## src/rtl/wb_downsize.sv

```systemverilog
// Wishbone width downsizer: one wide upstream access becomes a run of narrow
// downstream beats in ascending lane order, skipping lanes with no select bits.
module wb_downsize #(
  parameter int WIDE_WIDTH   = 128,
  parameter int NARROW_WIDTH = 32,
  parameter int ADDR_WIDTH   = 32,
  parameter int GRANULARITY  = 32,
  localparam int SW = WIDE_WIDTH / GRANULARITY,
  localparam int NW = NARROW_WIDTH / GRANULARITY
) (
  input  logic                    clk,
  input  logic                    rst,
  input  logic [ADDR_WIDTH-1:0]   s_adr_i,
  input  logic [WIDE_WIDTH-1:0]   s_dat_i,
  output logic [WIDE_WIDTH-1:0]   s_dat_o,
  input  logic                    s_we_i,
  input  logic [SW-1:0]           s_sel_i,
  input  logic                    s_stb_i,
  input  logic                    s_cyc_i,
  output logic                    s_ack_o,
  output logic                    s_err_o,
  output logic                    s_rty_o,
  output logic [ADDR_WIDTH-1:0]   m_adr_o,
  output logic [NARROW_WIDTH-1:0] m_dat_o,
  output logic                    m_we_o,
  output logic [NW-1:0]           m_sel_o,
  output logic                    m_stb_o,
  output logic                    m_cyc_o,
  input  logic [NARROW_WIDTH-1:0] m_dat_i,
  input  logic                    m_ack_i,
  input  logic                    m_err_i,
  input  logic                    m_rty_i
);

  localparam int R  = WIDE_WIDTH / NARROW_WIDTH;
  localparam int KW = (R > 1) ? $clog2(R) : 1;

  typedef enum logic [1:0] {
    IDLE,
    BEAT,
    DONE
  } state_t;

  state_t                  state;
  logic [ADDR_WIDTH-1:0]   adr_q;
  logic [WIDE_WIDTH-1:0]   dat_q;
  logic [SW-1:0]           sel_q;
  logic [KW-1:0]           beat_q;
  logic                    first_vld;
  logic [KW-1:0]           first_idx;
  logic                    nxt_vld;
  logic [KW-1:0]           nxt_idx;

  function automatic logic [ADDR_WIDTH-1:0] beat_adr(input logic [ADDR_WIDTH-1:0] base,
                                                     input logic [KW-1:0] k);
    return base + ADDR_WIDTH'(k) * ADDR_WIDTH'(NW);
  endfunction

  // Scanning from the top lane down leaves the lowest qualifying lane in the result.
  always_comb begin
    first_vld = 1'b0;
    first_idx = '0;
    nxt_vld   = 1'b0;
    nxt_idx   = '0;
    for (int j = R - 1; j >= 0; j--) begin
      if (|s_sel_i[j*NW +: NW]) begin
        first_vld = 1'b1;
        first_idx = KW'(j);
      end
      if ((j > int'(beat_q)) && (|sel_q[j*NW +: NW])) begin
        nxt_vld = 1'b1;
        nxt_idx = KW'(j);
      end
    end
  end

  always_ff @(posedge clk or negedge rst) begin
    if (!rst) begin
      state   <= IDLE;
      adr_q   <= '0;
      dat_q   <= '0;
      sel_q   <= '0;
      beat_q  <= '0;
      s_dat_o <= '0;
      s_ack_o <= 1'b0;
      s_err_o <= 1'b0;
      s_rty_o <= 1'b0;
      m_adr_o <= '0;
      m_dat_o <= '0;
      m_we_o  <= 1'b0;
      m_sel_o <= '0;
      m_stb_o <= 1'b0;
      m_cyc_o <= 1'b0;
    end else begin
      case (state)
        IDLE: begin
          if (s_cyc_i && s_stb_i) begin
            adr_q   <= s_adr_i;
            dat_q   <= s_dat_i;
            sel_q   <= s_sel_i;
            s_dat_o <= '0;
            if (first_vld) begin
              state   <= BEAT;
              beat_q  <= first_idx;
              m_cyc_o <= 1'b1;
              m_stb_o <= 1'b1;
              m_we_o  <= s_we_i;
              m_adr_o <= beat_adr(s_adr_i, first_idx);
              m_sel_o <= s_sel_i[first_idx*NW +: NW];
              m_dat_o <= s_dat_i[first_idx*NARROW_WIDTH +: NARROW_WIDTH];
            end else begin
              state <= DONE;
            end
          end
        end

        // An abandoned upstream cycle outranks any downstream response in the same cycle.
        BEAT: begin
          if (!s_cyc_i) begin
            m_cyc_o <= 1'b0;
            m_stb_o <= 1'b0;
            m_we_o  <= 1'b0;
            state   <= IDLE;
          end else if (m_err_i) begin
            m_cyc_o <= 1'b0;
            m_stb_o <= 1'b0;
            m_we_o  <= 1'b0;
            s_err_o <= 1'b1;
            state   <= DONE;
          end else if (m_rty_i) begin
            m_cyc_o <= 1'b0;
            m_stb_o <= 1'b0;
            m_we_o  <= 1'b0;
            s_rty_o <= 1'b1;
            state   <= DONE;
          end else if (m_ack_i) begin
            if (!m_we_o) begin
              s_dat_o[beat_q*NARROW_WIDTH +: NARROW_WIDTH] <= m_dat_i;
            end
            if (nxt_vld) begin
              beat_q  <= nxt_idx;
              m_adr_o <= beat_adr(adr_q, nxt_idx);
              m_sel_o <= sel_q[nxt_idx*NW +: NW];
              m_dat_o <= dat_q[nxt_idx*NARROW_WIDTH +: NARROW_WIDTH];
            end else begin
              m_cyc_o <= 1'b0;
              m_stb_o <= 1'b0;
              m_we_o  <= 1'b0;
              s_ack_o <= 1'b1;
              state   <= DONE;
            end
          end
        end

        // Entered with a termination already raised after beats, or with none
        // raised for an empty select, which then takes one extra cycle to ack.
        DONE: begin
          if (s_ack_o || s_err_o || s_rty_o) begin
            s_ack_o <= 1'b0;
            s_err_o <= 1'b0;
            s_rty_o <= 1'b0;
            state   <= IDLE;
          end else begin
            s_ack_o <= 1'b1;
          end
        end

        default: state <= IDLE;
      endcase
    end
  end

endmodule

```

## config.mk

```make
export PLATFORM = sky130hd
export DESIGN_NAME = wb_downsize
export DESIGN_NICKNAME = d
export VERILOG_FILES = /design/src/rtl/wb_downsize.sv
export SDC_FILE = /design/constraint.sdc
export NUM_CORES = 1
export LEC_CHECK = 0
export ABC_AREA = 1
export CAP_MARGIN = 20
export CORE_MARGIN = 2
export CORE_UTILIZATION = 29
export DETAILED_ROUTE_END_ITERATION = 8
export PLACE_DENSITY_LB_ADDON = 0.12
export SLEW_MARGIN = 20
export SYNTH_ARGS = -nofsm -noshare
export SYNTH_HDL_FRONTEND = slang
export SYNTH_SLANG_ARGS = --single-unit
```

## constraint.sdc

```tcl
create_clock -name clk -period 3.8 [get_ports clk]
set_input_delay 0.76 -clock clk [delete_from_list [all_inputs] [get_ports clk]]
set_output_delay 0.76 -clock clk [all_outputs]
set_load 0.05 [all_outputs]
```

==> qor.csv, run 1 <==
stage,metric,value,unit
critical_path,CP cell instances,"clkinv_1, buf_4, ha_1, nand2_1, inv_1, a31oi_4, inv_2, ha_1, ha_1, inv_1, nand2_2, nand3_2, nor2_2, nand3_1, nand2_1, nand3_1, a2bb2oi_1",
run,# Max-Cap Violations,0,
timing,max-slew violations,0,
place,RD Place Congestion,0.8589,
clocking,Clock H-tree levels,2,
pwr,sequential share of power,35.5,%
outcome,status,completed,
die,Die ar.,0.06603,mm²
clocking,clk slew on worst S/H paths,0.06,ns
pwr,Int Power,8.654,mW
clocking,Num CTS Buffers,46,
die,die height,257.0,µm
synth,Synth Cell Area,0.01856,mm²
synth,mux cell area share after synthesis,0,%
timing,Tmin final,3.100,ns
synth,Post-Synth Adder-Cell Area,0.7147,%
critical_path,R2R setup slack,0.70,ns
grt,first-pass GRT wire length,113.0,mm
synth,"EDFF count, synth",0,
critical_path,CP peak stage delay,0.37,ns
timing,Final WS setup,0.7001,ns
place,PortBufs,402,
synth,yosys synthesis warning count,0,
route,Routed Antenna Nets,0,
place,placed cells,3551,
synth,Synth async-reset ratio,100.0,%
critical_path,CP Launch Type,flop,
route,Via Count,17940,
timing,worst slew pin tran,0.9420,ns
synth,"Seq/Total Area, Yosys",49.22,%
clocking,CTS root buf,clkbuf_16,
critical_path,Worst Path Required,4.30,ns
route,Post-route DRC,0,
cells_and_area,"most common cell after layout, fill and taps aside",nand2_1,
critical_path,CP Capture Type,flop,
pwr,clock share of power,29.7,%
pwr,Comb pwr share,34.8,%
grt,gr usage total,22.07,%
synth,XOR/XNOR Fraction of Synth Area,1.086,%
grt,antenna violations before repair,7,
synth,main combinational cell family by area after synthesis,simple AND/OR/NAND/NOR gates,
route,initial drt markers,1314,
critical_path,slowest CP cell,dfrtp_1,
cells_and_area,Area Overhead vs Synth,34.54,%
cells_and_area,most frequent cells in the layout,"nand2_1, clkdlybuf4s50_1, dfrtp_1, o21ai_0, nor2_1",
clocking,Post-CTS Hold Buffers,0,
route,"wirelength, routed",73.68,mm
synth,syn_area_per_cell,7.716,µm²
cells_and_area,nets,2968,
timing,Layout Skew,0.02163,ns
die,Starting Density,29.36,%
die,Rows,92,
place,HPWL Detailed,50.84,mm
grt,GR Overflow Total,0,
place,Post-Place Worst Slack,0.2384,ns
cells_and_area,Final Non-Filler Cells,3639,
timing,Final Hold Fails,0,
route,vias per inst,4.930,
pwr,Psw,5.765,mW
die,Die X,257.0,µm
grt,vias in the first global route,17730,
clocking,clk sinks,365,
route,Detailed Routing Iterations Pass 1,7,
clocking,clock latency on the worst-skew pair,0.59,ns
synth,Cells after Synth,2405,
critical_path,critical path peak fanout,18,
timing,period utilisation layout,81.58,%
synth,net count after synthesis,2619,
timing,Max transition margin,37.20,%
pwr,leakage,11.29,nW
pwr,switching share of power,39.98,%
pwr,VDD IR max,0.3736,mV
route,per-cell routed wire length,20.25,µm
clocking,Resize count post-CTS,0,
critical_path,Crit path arrival time,3.60,ns
timing,Max Freq,322.6,MHz
synth,Compound-Gate Fraction of Synth Area,14.99,%
clocking,worst-case clock buffer depth,3,
clocking,post-CTS setup buffer count,0,
timing,RSZ-0062 raised after global routing,false,
critical_path,most frequent cell on the critical path,ha_1,
cells_and_area,layout cells sized above 1,5.956,%
grt,maximum number of pins on one net before global-route repair,158,
synth,#FFs+latches synth,365,
pwr,cell area power density,577.6,mW/mm²
die,core area,0.06320,mm²
die,# IOs,403,
synth,Synth cell types,47,
synth,simple-gate share of the synthesized area,27.01,%
clocking,CTS tree,done,
timing,Setup TNS,0,ns
timing,# setup viols final,0,
critical_path,CP Class,flop to flop,
worst_hold_path,Hold Crit Class,input pin to asynchronous set/reset pin,
synth,Main synth FF type,dfrtp_1,
## per-stage QoR
stage | area (µm²) | hold WS, ns | power [mW] | util, %
final | 24970 | 0.1438 | 14.42 | 39.50
after global routing | 24970 | 0.1638 | 15.24 | 39.50
after CTS | 24940 | 0.1530 | 14.59 | 39.46
after detailed placement | 23480 | 0.4529 | 10.22 | 37.15
after global placement | 23480 | 0.4492 | 10.20 | 37.15
after floorplan | 18560 | 0.4367 | 8.116 | -
## registers in the layout, indices dropped and copies added (netlist names)
register / cells
s_ack_o: 1
s_dat_o: 128
s_err_o: 1
dat_q: 128
state: 2
m_dat_o: 32
m_sel_o: 1
m_we_o: 1
s_rty_o: 1
m_cyc_o: 1
sel_q: 3
m_adr_o: 32
beat_q: 2
adr_q: 32
## layout make-up
class                           instances  area (µm²)
Inverter                              185       696.9
Antenna cell                            6       15.01
Sequential cell                       365        9134
Clock buffer                           65        1324
Fill cell                            6464       38230
Multi-Input combinational cell       1714        8165
Timing Repair Buffer                  442        4437
Tap cell                              846        1059
Clock inverter                         16       135.1
## critical path, delay by kind of cell (launching register included)
kind | cells | cell delay [ns]
AOI/OAI and AO/OA | 2 | 0.25
adders and majority gates | 3 | 0.63
buffers and inverters | 5 | 0.64
DFF | 1 | 0.37
and+or+nand+nor | 7 | 1.12
## power by group through the flow
stage / Combinational, mW / Clock, mW / Sequential (mW)
global route: 5.47 / 4.56 / 5.21
detailed placement: 5.05 / 0 / 5.17
finish: 5.02 / 4.29 / 5.11
floorplan: 1.95 / 0 / 6.17
CTS: 5.07 / 4.40 / 5.12
global placement: 5.04 / 0 / 5.17
## cells by family after synthesis
group,Yosys count
xor+xnor,23
flops,365
simple gates,1239
compound gates,442
fa+ha+maj,10
buf+inv,326
## final timing paths
check / to / startpoint / depth (start not counted)
worst max-delay path: m_adr_o[16] / beat_q[0] / 17
worst min-delay path: s_dat_o[122] / rst / 1
worst max register to register: m_adr_o[16] / beat_q[0] / 17
worst min register to register: dat_q[28] / dat_q[28] / 2
max in group asynchronous: m_adr_o[0] / rst / 2
min in group clk: dat_q[28] / dat_q[28] / 2
## cell usage after synthesis (10+ instances only)
master / number / area (µm²)
o31ai_1: 97 / 728.2
or2_2: 15 / 93.84
clkbuf_1: 82 / 307.8
nand2_1: 855 / 3209
o21ai_0: 189 / 945.9
nand3_1: 108 / 540.5
nand4_1: 20 / 125.1
inv_2: 10 / 37.54
a21oi_1: 20 / 100.1
dfrtp_1: 365 / 9134
buf_1: 19 / 71.32
inv_1: 173 / 649.4
o211ai_1: 74 / 555.5
nor2_1: 186 / 698.2
nor3_1: 32 / 160.2
buf_2: 32 / 160.2
o21ai_1: 16 / 80.08
o22ai_1: 21 / 131.4
xor2_1: 14 / 122.6
## layer usage
metal | GRT usage (%) | wire length, µm
met1 | 31.17 | 33860
met2 | 35.64 | 34520
met3 | 3.526 | 4217
met4 | 4.683 | 1065
met5 | 0 | 12
Power figures use the tool's default switching activity.
==> run 2: changes to the inputs <==
==> constraint.sdc (replaced) <==
create_clock -name clk -period 3 [get_ports clk]
set_input_delay 0.6 -clock clk [delete_from_list [all_inputs] [get_ports clk]]
set_output_delay 0.6 -clock clk [all_outputs]
set_load 0.05 [all_outputs]
==> qor.csv, run 2 (synthesis gave the netlist of run 1 again) <==
stage,metric,value,unit
die,core area,0.06320,mm²
place,HPWL Detailed,50.45,mm
clocking,Resize count post-CTS,0,
grt,gr usage total,21.65,%
place,PortBufs,402,
grt,antenna violations before repair,3,
place,Post-Place Worst Slack,-0.2319,ns
route,Via Count,17980,
die,Rows,92,
outcome,status,completed,
cells_and_area,top flop regs,"dat_q x128, s_dat_o x128",
timing,Tmin final,2.825,ns
clocking,Num CTS Buffers,45,
clocking,clock latency on the worst-skew pair,0.58,ns
route,Routed Antenna Nets,0,
route,"wirelength, routed",72.89,mm
pwr,VDD IR max,0.4898,mV
pwr,leakage,11.54,nW
timing,Setup TNS,0,ns
run,# Max-Cap Violations,0,
critical_path,Crit path arrival time,3.32,ns
critical_path,Worst Path Required,3.50,ns
critical_path,CP Capture Type,flop,
route,initial drt markers,1302,
timing,Max transition margin,37.81,%
pwr,cell area power density,733.4,mW/mm²
die,Starting Density,29.36,%
clocking,worst-case clock buffer depth,3,
clocking,Clock H-tree levels,2,
place,RD Place Congestion,0.8938,
timing,max-slew violations,0,
route,Post-route DRC,0,
timing,Layout Skew,0.01818,ns
clocking,clk sinks,365,
route,vias per inst,4.899,
timing,RSZ-0062 raised after global routing,false,
timing,Max Freq,354.0,MHz
grt,first-pass GRT wire length,110.7,mm
timing,period utilisation layout,94.17,%
cells_and_area,"most common cell after layout, fill and taps aside",nand2_1,
timing,# setup viols final,0,
critical_path,CP Launch Type,flop,
route,per-cell routed wire length,19.86,µm
cells_and_area,most frequent cells in the layout,"nand2_1, clkdlybuf4s50_1, dfrtp_1, o21ai_0, nor2_1",
worst_hold_path,Hold Crit Class,flop to flop,
critical_path,critical path peak fanout,5,
die,Die ar.,0.06603,mm²
cells_and_area,Area Overhead vs Synth,36.96,%
clocking,CTS tree,done,
route,Detailed Routing Iterations Pass 1,5,
grt,GR Overflow Total,0,
die,Die X,257.0,µm
clocking,clk slew on worst S/H paths,0.06,ns
die,die height,257.0,µm
cells_and_area,layout cells sized above 1,7.224,%
timing,Final WS setup,0.1749,ns
cells_and_area,nets,3001,
grt,maximum number of pins on one net before global-route repair,172,
grt,vias in the first global route,17560,
cells_and_area,fillers,6464,
timing,worst slew pin tran,0.9329,ns
die,# IOs,403,
timing,Final Hold Fails,0,
clocking,CTS root buf,clkbuf_16,
critical_path,CP Class,flop to flop,
-- run 2: cell types whose count changed in the layout (fill, tap and decap cells not counted), sizes merged --
cell / delta
clkbuf: +2
bufinv: +2
dlygate4sd3: +1
clkinv: -2
inv: +1
buf: +33
diode: -5
-- run 2: final timing paths --
path / from / to / slack [ns] / depth (start not counted)
setup / recovery: beat_q[0] / m_adr_o[24] / 0.17 / 18
hold / removal: dat_q[122] / dat_q[122] / 0.46 / 2
setup reg to reg: beat_q[0] / m_adr_o[24] / 0.17 / 18
hold reg to reg: dat_q[122] / dat_q[122] / 0.46 / 2
max in group asynchronous: rst / s_dat_o[31] / 1.65 / 3
min in group asynchronous: rst / s_dat_o[58] / 0.54 / 2
-- run 2: metrics by stage --
stage / util, % / area (µm²) / instances / power (mW) / hold slack [ns]
floorplan: - / 18560 / 2405 / 10.29 / 0.3044
global placement: 37.75 / 23860 / 3585 / 13.06 / 0.4490
detailed placement: 37.75 / 23860 / 3585 / 13.08 / 0.4530
CTS: 40.21 / 25410 / 3670 / 18.86 / 0.4658
global route: 40.22 / 25410 / 3671 / 19.64 / 0.4808
finish: 40.22 / 25410 / 3671 / 18.64 / 0.4627
-- run 2: timing repair --
item | in CTS | in global routing
hold buffers | 1 | 0
hold endpoints to repair | 40 | 0
setup buffers | 0 | 0
-- run 2: power by group --
part | internal [mW] | switching, mW | leakage [nW] | total, mW
combinational | 2.08 | 4.40 | 6.07 | 6.48
clock | 3.39 | 2.28 | 0.758 | 5.67
sequential | 5.84 | 0.642 | 4.71 | 6.49
-- run 2: layer usage --
metal / routed length [µm] / share of wire (%) / global-route usage, %
met2: 33590 / 46 / 34.61
met5: 13 / 0.018 / 0
met4: 1375 / 1.9 / 5.329
met3: 3827 / 5.3 / 3.487
met1: 34090 / 47 / 30.56
-- run 2: area by class of cell --
class	instances	area, µm²	share of cell area [%]
flip-flops and latches	365	9134	35.94
multi-input cells	1714	8165	32.13
repair buffers	476	4812	18.93
clock buffers	67	1350	5.312
well taps	846	1059	4.165
inverters	185	698.2	2.747
clock inverters	17	193.9	0.7631
diodes	1	2.502	0.009846
-- run 2: critical path, stage by stage (launching register included) --
cell and delay [ns]:
dfrtp_1 0.40, clkinv_2 0.10, ha_1 0.22, nor2_1 0.17
nand2_2 0.13, nand2_1 0.19, nand2_2 0.07, nand2_1 0.06
nand2_1 0.05, inv_1 0.05, ha_1 0.13, inv_1 0.04
nand2_2 0.12, nand3_2 0.17, nor2_2 0.25, nand2_1 0.11
xor2_1 0.23, nand2_1 0.10, a21boi_1 0.15
==> run 3: changes to the inputs <==
--- a/config.mk
+++ b/config.mk
@@ -9,6 +9,7 @@
 export CAP_MARGIN = 20
 export CORE_MARGIN = 2
 export CORE_UTILIZATION = 29
+export CTS_BUF_LIST = sky130_fd_sc_hd__clkbuf_8 sky130_fd_sc_hd__clkbuf_16
 export DETAILED_ROUTE_END_ITERATION = 8
 export PLACE_DENSITY_LB_ADDON = 0.12
 export SLEW_MARGIN = 20
==> qor.csv, run 3 (synthesis gave the netlist of run 1 again) <==
stage,metric,value,unit
timing,worst slew pin tran,0.9271,ns
place,placed cells,3585,
clocking,Num CTS Buffers,45,
die,die height,257.0,µm
cells_and_area,fin util,40.22,%
critical_path,CP Class,flop to flop,
critical_path,path depth of the worst reg2reg path,18,
timing,max-slew violations,0,
outcome,status,completed,
pwr,leakage,11.58,nW
cells_and_area,Reg area,0.009134,mm²
timing,period utilisation layout,94.05,%
place,Post-Place Worst Slack,-0.2319,ns
die,Starting Density,29.36,%
grt,first-pass GRT wire length,110.7,mm
timing,RSZ-0062 raised after global routing,false,
route,initial drt markers,1304,
timing,Final WS setup,0.1785,ns
critical_path,Critical Path Start,beat_q[0],
critical_path,R2R setup slack,0.18,ns
route,Detailed Routing Iterations Pass 1,5,
grt,gr usage total,21.65,%
timing,Max transition margin,38.20,%
route,Routed Antenna Nets,0,
clocking,Clock H-tree levels,2,
worst_hold_path,worst hold stages,2,
clocking,CTS root buf,clkbuf_16,
die,Die X,257.0,µm
run,# Max-Cap Violations,0,
cells_and_area,area of the multi-input gates,0.008165,mm²
cells_and_area,nets,3001,
grt,GR Overflow Total,0,
timing,Final Hold Fails,0,
place,RD Place Congestion,0.8938,
critical_path,critical path peak fanout,5,
cells_and_area,most frequent cells in the layout,"nand2_1, clkdlybuf4s50_1, dfrtp_1, o21ai_0, nor2_1",
worst_hold_path,Hold Crit Class,flop to flop,
grt,maximum number of pins on one net before global-route repair,172,
route,Via Count,17990,
timing,# setup viols final,0,
cells_and_area,"most common cell after layout, fill and taps aside",nand2_1,
die,Die ar.,0.06603,mm²
grt,antenna violations before repair,3,
cells_and_area,fillers,6464,
clocking,clk sinks,365,
cells_and_area,top flop regs,"dat_q x128, s_dat_o x128",
worst_hold_path,Min-Delay Startpoint,dat_q[122],
timing,Min Hold Slack,0.4627,ns
route,Post-route DRC,0,
pwr,Tot Pwr,18.61,mW
die,core area,0.06320,mm²
cells_and_area,Final Non-Filler Cells,3671,
place,PortBufs,402,
die,# IOs,403,
critical_path,Crit path arrival time,3.32,ns
clocking,clock latency on the worst-skew pair,0.58,ns
place,HPWL Detailed,50.45,mm
critical_path,CP Capture Type,flop,
timing,Tmin final,2.821,ns
route,"wirelength, routed",72.94,mm
cells_and_area,Area Overhead vs Synth,36.96,%
route,vias per inst,4.902,
grt,vias in the first global route,17560,
timing,Max Freq,354.4,MHz
die,Rows,92,
critical_path,RR Startpoint,beat_q[0],
pwr,VDD IR max,0.4898,mV
critical_path,CP Launch Type,flop,
clocking,CTS tree,done,
clocking,worst-case clock buffer depth,3,
pwr,cell area power density,732.2,mW/mm²
route,per-cell routed wire length,19.87,µm
timing,Layout Skew,0.01819,ns
critical_path,Worst Path Required,3.50,ns
clocking,clk slew on worst S/H paths,0.06,ns
cells_and_area,layout cells sized above 1,7.224,%
[run 3: changes by cell type in the layout (fill, tap and decap cells not counted)]
| cell | delta |
|---|---|
| clkbuf_1 | -9 |
| inv_1 | +9 |
[run 3: final cells by class]
type,count,share of cell area [%]
Inverter,185,2.747
Tap cell,846,4.165
Multi-Input combinational cell,1714,32.13
Clock inverter,26,0.8960
Clock buffer,58,5.179
Antenna cell,1,0.009846
Sequential cell,365,35.94
Timing Repair Buffer,476,18.93
[run 3: where the power goes]
group | internal, mW | switching, mW
logic | 2.08 | 4.40
clock network | 3.35 | 2.28
registers | 5.84 | 0.642
[run 3: routing by layer]
metal	vias to the layer above	share of wire (%)	GRT usage, %
met5	-	0.018	0
met4	2	1.9	5.329
met3	82	5.3	3.487
met2	594	46	34.61
met1	8670	47	30.56
li1	8646	-	-
[run 3: path summary, 6_finish.rpt]
kind                                     to
worst max-delay path            m_adr_o[24]
worst min-delay path             dat_q[122]
worst max register to register  m_adr_o[24]
worst min register to register   dat_q[122]
max in group asynchronous       s_dat_o[31]
min in group asynchronous       s_dat_o[58]
[run 3: repair_timing]
item / CTS / global route
hold buffers: 1 / 0
hold endpoints to repair: 41 / 0
setup endpoints to repair: 0 / 0
gates resized for setup: 0 / 0
buffers inserted: 0 / 0
[run 3: through the flow]
| step | cell area, µm² | setup TNS [ns] |
|---|---|---|
| global route | 25410 | 0 |
| global placement | 23860 | -1.743 |
| detailed placement | 23860 | -2.266 |
| floorplan | 18560 | 0 |
| CTS | 25410 | 0 |
| finish | 25410 | 0 |
[run 3: worst max-delay path, cell delays in order, from the launching register on]
cell	delay [ns]
dfrtp_1	0.40
clkinv_2	0.10
ha_1	0.22
nor2_1	0.17
nand2_2	0.13
nand2_1	0.19
nand2_2	0.07
nand2_1	0.06
nand2_1	0.05
inv_1	0.05
ha_1	0.13
inv_1	0.04
nand2_2	0.12
nand3_2	0.17
nor2_2	0.25
nand2_1	0.11
xor2_1	0.23
nand2_1	0.10
a21boi_1	0.15
